File: config.mk
export PLATFORM = sky130hd
export DESIGN_NAME = carregador_programa
export DESIGN_NICKNAME = d
export VERILOG_FILES = /design/src/rtl/carregador_programa.sv
export SDC_FILE = /design/constraint.sdc
export NUM_CORES = 1
export LEC_CHECK = 0
export ABC_AREA = 1
export CORE_MARGIN = 1
export CORE_UTILIZATION = 30
export DETAILED_ROUTE_END_ITERATION = 12
export SYNTH_ARGS = -nofsm -noshare
export SYNTH_HDL_FRONTEND = slang
export SYNTH_SLANG_ARGS = --single-unit
File: constraint.sdc
create_clock -name clock -period 6.95 [get_ports clock]
set_input_delay 1.0425 -clock clock [delete_from_list [all_inputs] [get_ports clock]]
set_output_delay 1.0425 -clock clock [all_outputs]
set_load 0.01 [all_outputs]
File: src/rtl/carregador_programa.sv
// Program loader: byte stream -> big-endian 32-bit words written to instruction memory.
// Optional trailing XOR checksum byte enabled with `define CHECKSUM_EN.
module carregador_programa #(
    parameter int          ADDR_W    = 8,
    parameter logic [31:0] BASE_ADDR = 32'h0
) (
    input  logic            clock,
    input  logic            reset,
    input  logic [7:0]      byteIn,
    input  logic            byteValid,
    output logic            byteReady,
    output logic            memEsc,
    output logic [31:0]     memEnd,
    output logic [31:0]     memDados,
    output logic [ADDR_W:0] palavras,
    output logic            pronto,
    output logic            erro
);

`ifdef CHECKSUM_EN
    typedef enum logic [2:0] {
        CONTA_H, CONTA_L, DADOS, CHECK, FEITO, ERRO
    } estado_t;
`else
    typedef enum logic [2:0] {
        CONTA_H, CONTA_L, DADOS, FEITO, ERRO
    } estado_t;
`endif

    localparam logic [16:0] MAX_PAL = 17'(1) << ADDR_W;

    estado_t estado, proxEstado;

    logic        aceita;
    logic        xfer;
    logic        escPalavra;
    logic        ultima;
    logic [7:0]  contaAlta;
    logic [16:0] total;
    logic [16:0] nVal;
    logic [1:0]  fase;
    logic [23:0] parcial;
    logic [31:0] endProx;
`ifdef CHECKSUM_EN
    logic [7:0]  soma;
`endif

    // Reset holds byteReady low even though the state already reads CONTA_H.
    assign aceita = !reset && (estado == CONTA_H || estado == CONTA_L ||
`ifdef CHECKSUM_EN
                               estado == CHECK ||
`endif
                               estado == DADOS);

    assign byteReady = aceita;
    assign xfer      = byteValid && aceita;
    assign nVal      = {1'b0, contaAlta, byteIn};
    assign ultima    = (17'(palavras) + 17'd1) == total;

    assign pronto = (estado == FEITO) && !memEsc;
    assign erro   = (estado == ERRO);

    always_ff @(posedge clock or posedge reset) begin
        if (reset) begin
            estado <= CONTA_H;
        end else begin
            estado <= proxEstado;
        end
    end

    always_comb begin
        proxEstado = estado;
        escPalavra = 1'b0;
        unique case (estado)
            CONTA_H: begin
                if (xfer) proxEstado = CONTA_L;
            end
            CONTA_L: begin
                if (xfer) begin
                    if (nVal > MAX_PAL) begin
                        proxEstado = ERRO;
                    end else if (nVal == 17'd0) begin
`ifdef CHECKSUM_EN
                        proxEstado = CHECK;
`else
                        proxEstado = FEITO;
`endif
                    end else begin
                        proxEstado = DADOS;
                    end
                end
            end
            DADOS: begin
                if (xfer && fase == 2'd3) begin
                    escPalavra = 1'b1;
                    if (ultima) begin
`ifdef CHECKSUM_EN
                        proxEstado = CHECK;
`else
                        proxEstado = FEITO;
`endif
                    end
                end
            end
`ifdef CHECKSUM_EN
            CHECK: begin
                if (xfer) proxEstado = (byteIn == soma) ? FEITO : ERRO;
            end
`endif
            FEITO: proxEstado = FEITO;
            ERRO:  proxEstado = ERRO;
            default: proxEstado = CONTA_H;
        endcase
    end

    always_ff @(posedge clock or posedge reset) begin
        if (reset) begin
            memEsc    <= 1'b0;
            memEnd    <= BASE_ADDR;
            memDados  <= 32'h0;
            palavras  <= '0;
            endProx   <= BASE_ADDR;
            fase      <= 2'd0;
            parcial   <= 24'h0;
            contaAlta <= 8'h0;
            total     <= 17'h0;
`ifdef CHECKSUM_EN
            soma      <= 8'h0;
`endif
        end else begin
            memEsc <= escPalavra;
            if (estado == CONTA_H && xfer) contaAlta <= byteIn;
            if (estado == CONTA_L && xfer) total <= nVal;
            if (estado == DADOS && xfer) begin
                fase <= fase + 2'd1;
`ifdef CHECKSUM_EN
                soma <= soma ^ byteIn;
`endif
                if (escPalavra) begin
                    memDados <= {parcial, byteIn};
                    memEnd   <= endProx;
                    endProx  <= endProx + 32'd4;
                    palavras <= palavras + 1'b1;
                end else begin
                    parcial <= {parcial[15:0], byteIn};
                end
            end
        end
    end

endmodule

# --- Word level (Yosys, flattened, before mapping) ---
# Index checks and enable logic that the tools add are counted.
op_classes:
  addsub: 4
  n_mul: 0
  n_div: 0
  order_cmp: 1
  eq_ne: 10
  shift: 0
  muxes: 9
  bitwise_logic: 1
  n_reduce_logical: 16
op_table:
  columns: ["cell", "n"]
  rows:
  - ["$add A32 B3 Y32 const B", 1]
  - ["$logic_not A17 Y1", 1]
  - ["$eq A10 B16 Y1", 1]
  - ["$gt A16 B9 Y1 const B", 1]
  - ["$mux W3", 5]
  - ["$pmux W3 S5", 1]
  - ["$add A9 B1 Y10 const B", 1]
  - ["$add A9 B1 Y9 const B", 1]
  - ["$ne A2 B2 Y1 const B", 4]
  - ["$logic_and A1 B1 Y1", 7]
  - ["$eq A3 B2 Y1 const B", 2]
  - ["$reduce_and A2 Y1", 2]
  - ["$reduce_and A4 Y1", 1]
  - ["$eq A3 B1 Y1 const B", 1]
  - ["$eq A3 B3 Y1 const B", 1]
  - ["$logic_not A3 Y1", 1]
  - ["$mux W1", 3]
  - ["$add A2 B1 Y2 const B", 1]
  - ["$eq A2 B2 Y1 const B", 1]
  - ["$logic_not A1 Y1", 2]
  - ["$logic_or A1 B1 Y1", 2]
  - ["$not A1 Y1", 1]
totals:
  regBits: 159
  latch_bits: 0
  ram_bits: 0
  rom_bits: 0
  input_bits: 11
  output_inout_bits: 77
  wordCells: 51
  n_memories: 0

# --- Depth between registers and ports, before layout ---
# Gate-level depths: netlist of run 1.
depth:
  depth_word: 10
  mapped_depth: 13
  depth_no_buf: 13

# --- Worst setup path before layout of run 1 ---
# No wires, ideal clock.
synth_path:
  path_type: "input to output"
  start: "input reset"
  end: "output byteReady"
  t_arrival_ns: 1.277
  required_ns: 5.907
  path_slack_ns: 4.631
  cell_stages: 3
  path_buffers: 0
  path_cell_list: "nor2_2 -> nand2_2 -> inv_1"
synth_between:
  elab_chain_len: 2
synth_lines:
  columns: ["item", "line_no", "source"]
  rows:
  - ["from (decl)", "8", "input logic reset,"]
  - ["$logic_not A1 Y1 (no line)", null, null]
  - ["$logic_and A1 B1 Y1", "49", "assign aceita = !reset && (estado == CONTA_H || estado == CONTA_L ||"]
  - ["to (decl)", "11", "output logic byteReady,"]
# Every way passes these cells.

# --- Worst setup path in the final report of run 1 ---
# Ends and elaborated chain as after synthesis.

==> results of run 1 <==
## synthesized netlist by cell type
cell	instances
sky130_fd_sc_hd__nor4_1	2
sky130_fd_sc_hd__conb_1	1
sky130_fd_sc_hd__o21ai_0	103
sky130_fd_sc_hd__nor3_2	3
sky130_fd_sc_hd__nand4_4	1
sky130_fd_sc_hd__inv_2	3
sky130_fd_sc_hd__xor2_1	28
sky130_fd_sc_hd__nand3_4	1
sky130_fd_sc_hd__and2_1	2
sky130_fd_sc_hd__buf_6	1
sky130_fd_sc_hd__nor2_1	33
sky130_fd_sc_hd__buf_2	13
sky130_fd_sc_hd__a31oi_1	1
sky130_fd_sc_hd__a21oi_1	3
sky130_fd_sc_hd__nand2_1	232
sky130_fd_sc_hd__nand2_2	3
sky130_fd_sc_hd__inv_1	94
sky130_fd_sc_hd__nand3_1	36
sky130_fd_sc_hd__ha_1	3
sky130_fd_sc_hd__buf_4	3
sky130_fd_sc_hd__nand4_1	13
sky130_fd_sc_hd__nor3_1	6
sky130_fd_sc_hd__nand3_2	1
sky130_fd_sc_hd__nor2_2	4
sky130_fd_sc_hd__o21bai_1	1
sky130_fd_sc_hd__xnor2_1	2
sky130_fd_sc_hd__clkbuf_1	11
sky130_fd_sc_hd__nor2_4	5
sky130_fd_sc_hd__dfrtp_1	155
## worst max-delay path, stage by stage
cell	delay, ns
sky130_fd_sc_hd__clkdlybuf4s50_1	0.49
sky130_fd_sc_hd__nor2_2	0.13
sky130_fd_sc_hd__nand2_2	0.08
sky130_fd_sc_hd__inv_1	0.05
sky130_fd_sc_hd__clkdlybuf4s50_1	0.52
## path summary, 6_finish.rpt
path | start | end | cells past startpoint
setup / recovery | reset | byteReady | 5
hold / removal | memDados[30] | memDados[30] | 2
setup reg to reg | estado[2] | endProx[13] | 9
hold reg to reg | memDados[30] | memDados[30] | 2
max in group asynchronous | reset | memDados[23] | 3
min in group asynchronous | reset | memDados[1] | 2
## cell usage in the layout, fill, tap and decap left out
master and n:
sky130_fd_sc_hd__nand2_1 232, sky130_fd_sc_hd__clkinv_4 1, sky130_fd_sc_hd__a21oi_1 3, sky130_fd_sc_hd__nand3_4 1, sky130_fd_sc_hd__buf_4 5, sky130_fd_sc_hd__clkdlybuf4s50_1 85, sky130_fd_sc_hd__nor4_1 2, sky130_fd_sc_hd__o21bai_1 1
sky130_fd_sc_hd__dfrtp_1 155, sky130_fd_sc_hd__inv_2 2, sky130_fd_sc_hd__clkinv_2 2, sky130_fd_sc_hd__ha_1 3, sky130_fd_sc_hd__and2_1 2, sky130_fd_sc_hd__nor3_1 6, sky130_fd_sc_hd__conb_1 2, sky130_fd_sc_hd__nor2_2 4
sky130_fd_sc_hd__clkbuf_1 3, sky130_fd_sc_hd__clkbuf_16 17, sky130_fd_sc_hd__nor3_2 3, sky130_fd_sc_hd__nor2_4 5, sky130_fd_sc_hd__clkinvlp_4 2, sky130_fd_sc_hd__clkbuf_8 2, sky130_fd_sc_hd__xnor2_1 2, sky130_fd_sc_hd__nor2_1 33
sky130_fd_sc_hd__inv_6 2, sky130_fd_sc_hd__nand3_1 36, sky130_fd_sc_hd__bufinv_16 5, sky130_fd_sc_hd__nand3_2 1, sky130_fd_sc_hd__nand2_2 3, sky130_fd_sc_hd__xor2_1 28, sky130_fd_sc_hd__o21ai_0 103, sky130_fd_sc_hd__nand4_4 1
sky130_fd_sc_hd__a31oi_1 1, sky130_fd_sc_hd__nand4_1 13, sky130_fd_sc_hd__inv_1 93
## kinds of logic (layout without fill, tap and decap cells)
kind of cell / count (synthesis) / after routing
flops: 155 / 155
compound gates: 108 / 108
buf+inv: 125 / 219
other cells: 1 / 2
fa+ha+maj: 3 / 3
simple gates: 342 / 342
xor+xnor: 30 / 30
## sequential cells by signal, indices dropped and copies added, names as in the netlist
name and cells:
contaAlta 8, endProx 30, estado 3, fase 2, memDados 32, memEnd 30, memEsc 1, palavras 9
parcial 24, total 16
## per-layer routing
| metal | GRT usage (%) | routed length, um | vias up |
|---|---|---|---|
| li1 | - | - | 2568 |
| met1 | 18.7 | 7200 | 2357 |
| met2 | 21.8 | 6710 | 87 |
| met3 | 3.98 | 617 | 21 |
| met4 | 4.85 | 272 | 0 |
| met5 | 0 | 0 | - |
## area by class of cell
class / instances / area share (%)
Clock buffer: 22 / 5.47
Timing Repair Buffer: 90 / 10.5
Clock inverter: 10 / 2.21
Inverter: 97 / 4.37
Multi-Input combinational cell: 485 / 27.6
Sequential cell: 155 / 45.7
Tap cell: 280 / 4.13
## per-stage QoR
step	hold slack, ns	setup WS (ns)	util [%]
floorplan	0.442	1.73	-
global placement	0.456	3.40	35.8
detailed placement	0.458	3.36	35.8
CTS	0.470	3.58	38.7
global route	0.489	3.48	38.7
finish	0.466	3.59	38.7
## report_power, final
| group | internal, mW | switching (mW) | total (mW) |
|---|---|---|---|
| Clock | 0.658 | 0.370 | 1.03 |
| Combinational | 0.0823 | 0.151 | 0.233 |
| Sequential | 0.982 | 0.0443 | 1.03 |
==> flow_summary.json, run 1 <==
{
  "final.setup.tns_ns": 0,
  "clkTransAtPathRegs_ns": 0.06,
  "setup.worst_path.class": "in -> out",
  "unrepaired_setup_endpoints_after_global_routing": "no",
  "yosysWarningCount": 0,
  "num_vias": 5033,
  "coreArea_sq_um": 21900,
  "worstMarginPinSlew_ns": 0.845,
  "cts-hold-fix-buffers": 0,
  "post_synthesis_mean_instance_area_sq_um": 8.80,
  "place.port_buffers": 85,
  "timing.fmax_ghz": 0.298,
  "fraction_of_synthesized_area_in_multiplexers_pct": 0,
  "timing.clock.skew_ns": 0.00720,
  "stdcell_area_sq_um": 8480,
  "clock-sinks": 155,
  "worst-r2r-setup-slack_ns": 4.46,
  "first_pass_grt_wire_length_um": 25000,
  "cts.repair.resized": 0,
  "synth-seq-cells": 155,
  "core.rowCount": 54,
  "synthesis.area_sq_um": 6720,
  "synth_top_family_by_area": "simple AND/OR/NAND/NOR gates",
  "ioPinCount": 88,
  "critPathCaptureType": "primary output",
  "fp.dieW_um": 152,
  "layout-drive-gt1-share_pct": 6.52,
  "synth-compound-area-share_pct": 8.10,
  "post_synth_inst_count": 764,
  "layout.filler_cells": 2231,
  "place_hpwl_um": 10000,
  "min_path_type": "reg -> reg",
  "drt-pass1-iter-count": 4,
  "synth.top_cells.by_area": "sky130_fd_sc_hd__dfrtp_1 58%, sky130_fd_sc_hd__nand2_1 13%, sky130_fd_sc_hd__o21ai_0 7.7%, sky130_fd_sc_hd__inv_1 5.2%, sky130_fd_sc_hd__xor2_1 3.6%",
  "crit_path_max_fanout": 2,
  "final_min_period_over_clock_period_pct": 48.4,
  "drt_first_iter_violations": 287,
  "detail_route.vias_per_cell": 4.42,
  "seqCellArea_sq_um": 3880,
  "synth_adder_area_share_pct": 0.558,
  "synth.largest_area_cell": "sky130_fd_sc_hd__dfrtp_1",
  "critical_path_arrival_ns": 2.32,
  "die_area_sq_um": 23000,
  "setup_viol": 0,
  "final_power_mw": 2.29,
  "drc": 0,
  "cp-start-kind": "input port",
  "multiInputGateArea_sq_um": 2340,
  "yosysSeqAreaShare_pct": 57.7,
  "cap_viol_max_count": 0,
  "irDropWorstVdd_uv": 154,
  "clk-insertion-delay-late_ns": 0.42,
  "syn2layout_area_growth_pct": 26.2,
  "groute.usage.overall_pct": 14.1,
  "first_global_vias": 4921,
  "detailed_place.area_sq_um": 7830,
  "grt_max_degree": 94,
  "cts_setup_buffers": 0,
  "synth-simple-area-share_pct": 22.2,
  "antenna-diode-count": 0,
  "cts-htree-levels": 4,
  "cellLeakagePower_nw": 4.01,
  "synth_largest_type_area_fraction_pct": 57.7,
  "grt.overflow.total": 0,
  "wirelength_um": 14800,
  "antenna_violating_nets_post_route": 0,
  "initial_core_util_pct": 30.7,
  "antenna_violations_before_repair": 0,
  "synth.distinct_cells": 29,
  "min_period_ns": 3.36,
  "worst_ep_required_time_ns": 5.91,
  "gpl.final_weighted_congestion": 0.784,
  "num-nets-final": 860,
  "clockRootBuffer": "sky130_fd_sc_hd__clkbuf_16",
  "cts_inserted_buffers": 17,
  "detail_route.wl_per_cell_um": 13.0,
  "p_per_area_nw_per_um2": 270,
  "layout_cells_excl_fill": 1139,
  "slew_headroom_pct": 43.7,
  "post_place_cells": 1107,
  "hold_violations": 0,
  "outcome": "complete, no violations",
  "synthXorXnorAreaFrac_pct": 3.91,
  "max_slew_violations": 0,
  "cts-root-to-sink-buffers": 2,
  "die_y_um": 152,
  "clock_tree_from_tritoncts": "built"
}
(Power assumes the default switching activity.)
==> run 2, diff against run 1 <==
- clock period: 6.95 -> 3.3 ns (I/O delays scaled with it)
==> flow_summary.json, run 2 (synthesis gave the netlist of run 1 again) <==
{
  "num_vias": 5077,
  "hold_depth": 2,
  "cts.repair.resized": 0,
  "max_slew_violations": 0,
  "routed-wl-met3_um": 498,
  "drt_first_iter_violations": 224,
  "hold_violations": 0,
  "largest_reg_flops": 32,
  "setup_viol": 0,
  "first_pass_grt_wire_length_um": 25100,
  "cts-htree-levels": 4,
  "slew_headroom_pct": 43.2,
  "antenna_violations_before_repair": 0,
  "place.port_buffers": 85,
  "outcome": "complete, no violations",
  "worst_hold_startpoint": "memEnd[26]",
  "wirelength_um": 14900,
  "clock_tree_from_tritoncts": "built",
  "worst_ep_required_time_ns": 3.60,
  "crit_path_max_fanout": 46,
  "ioPinCount": 88,
  "die_y_um": 152,
  "syn2layout_area_growth_pct": 25.9,
  "gpl.final_weighted_congestion": 0.791,
  "p_per_area_nw_per_um2": 543,
  "cts_inserted_buffers": 17,
  "switching_power_mw": 1.19,
  "drt-pass1-iter-count": 5,
  "antenna-diode-count": 0,
  "place_hpwl_um": 10100,
  "cts-root-to-sink-buffers": 2,
  "drc": 0,
  "timing.hold.worst_endpoint": "memEnd[26]",
  "detail_route.wl_per_cell_um": 13.0,
  "unrepaired_setup_endpoints_after_global_routing": "no",
  "combPwrFrac_pct": 10.9,
  "clock-sinks": 155,
  "timing.fmax_ghz": 0.437,
  "worst-r2r-setup-slack_ns": 1.06,
  "grt.overflow.total": 0,
  "clk-insertion-delay-late_ns": 0.42,
  "first_global_vias": 4853,
  "power_frac_seq_pct": 47.1,
  "mostFrequentLayoutCells": "232 x sky130_fd_sc_hd__nand2_1, 155 x sky130_fd_sc_hd__dfrtp_1, 103 x sky130_fd_sc_hd__o21ai_0, 93 x sky130_fd_sc_hd__inv_1, 85 x sky130_fd_sc_hd__clkdlybuf4s50_1",
  "cellLeakagePower_nw": 4.00,
  "final_power_mw": 4.59,
  "critical_path_arrival_ns": 2.59,
  "core.rowCount": 54,
  "routedLengthMet1_um": 7220,
  "initial_core_util_pct": 30.7,
  "final.setup.tns_ns": 0,
  "cts-hold-fix-buffers": 0,
  "layout-drive-gt1-share_pct": 6.74,
  "critPathCaptureType": "register",
  "coreArea_sq_um": 21900,
  "stdcell_area_sq_um": 8460,
  "layout.cells.most_common": "sky130_fd_sc_hd__nand2_1",
  "cts_setup_buffers": 0,
  "fp.dieW_um": 152,
  "cp-start-kind": "input port",
  "clkTransAtPathRegs_ns": 0.06,
  "detailed_place.area_sq_um": 7880,
  "pwr-share-clk_pct": 41.9,
  "antenna_violating_nets_post_route": 0,
  "maxUsedRoutingLayer": "met4",
  "worstMarginPinSlew_ns": 0.849,
  "grt_max_degree": 97,
  "final_min_period_over_clock_period_pct": 69.4,
  "timing.clock.skew_ns": 0.00803,
  "groute.usage.overall_pct": 14.1,
  "p_int_mw": 3.40,
  "top_register": "memDados",
  "min_period_ns": 2.29,
  "timing.rr.start": "estado[2]",
  "cp-startpoint": "reset",
  "detail_route.vias_per_cell": 4.45,
  "power.share.switching_pct": 26.0,
  "layout_top_registers": "memDados: 32 flops, endProx: 30 flops, memEnd: 30 flops",
  "cap_viol_max_count": 0,
  "num-nets-final": 862,
  "min_path_type": "reg -> reg",
  "ff2ff_path_depth": 10,
  "setup.worst_path.class": "in -> reg",
  "reg2reg_capture_point": "endProx[30]",
  "irDropWorstVdd_uv": 287,
  "die_area_sq_um": 23000,
  "clockRootBuffer": "sky130_fd_sc_hd__clkbuf_16",
  "wl_met2_um": 6860
}
## run 2: cell count changes in the layout (fill, tap and decap cells not counted), sizes merged
cell | before | now
buf | 5 | 7
clkinv | 3 | 6
clkinvlp | 2 | 3
inv | 97 | 96
bufinv | 5 | 2
## run 2: final cells by class
cell class / instances / area [sq um]
Clock buffer: 22 / 464
Clock inverter: 10 / 116
Fill cell: 2251 / 13400
Inverter: 97 / 369
Multi-Input combinational cell: 485 / 2340
Sequential cell: 155 / 3880
Tap cell: 280 / 350
Timing Repair Buffer: 92 / 941
## run 2: worst max-delay path, cell delays in order
cell	delay (ns)
sky130_fd_sc_hd__clkdlybuf4s50_1	0.47
sky130_fd_sc_hd__nor2_2	0.11
sky130_fd_sc_hd__nand2_2	0.08
sky130_fd_sc_hd__nor2_4	0.11
sky130_fd_sc_hd__nand2_2	0.11
sky130_fd_sc_hd__nor2_4	0.12
sky130_fd_sc_hd__buf_4	0.45
sky130_fd_sc_hd__nand3_4	0.17
sky130_fd_sc_hd__nor2_4	0.15
sky130_fd_sc_hd__nand4_1	0.11
sky130_fd_sc_hd__xor2_1	0.16
## run 2: worst max-delay path by stage
stage                   end  cells after the start
6_report        endProx[30]                     11
5_1_grt         endProx[30]                     11
4_1_cts         endProx[30]                     11
3_5_place_dp    endProx[30]                     11
3_3_place_gp    endProx[29]                     11
2_1_floorplan  contaAlta[0]                      1
## run 2: layer usage
metal	GRT usage, %	vias up
met4	5.84	0
met5	0	-
li1	-	2576
met3	2.84	20
met1	19.4	2393
met2	21.6	88
## run 2: power by group through the flow
| stage | logic [mW] | registers [mW] | clock network [mW] |
|---|---|---|---|
| 3_3_place_gp | 0.496 | 2.19 | 0 |
| 6_report | 0.502 | 2.16 | 1.93 |
| 5_1_grt | 0.585 | 2.18 | 2.06 |
| 2_1_floorplan | 0.372 | 2.17 | 0 |
| 3_5_place_dp | 0.503 | 2.20 | 0 |
| 4_1_cts | 0.508 | 2.16 | 1.98 |
## run 2: through the flow
stage          worst slack [ns]  hold WS [ns]  utilization (%)  cells
2_1_floorplan             0.846         0.442                -    765
3_3_place_gp              0.630         0.454             36.0   1109
3_5_place_dp              0.575         0.457             36.0   1109
4_1_cts                    1.02         0.469             38.7   1141
5_1_grt                   0.866         0.490             38.7   1141
6_report                   1.01         0.467             38.7   1141
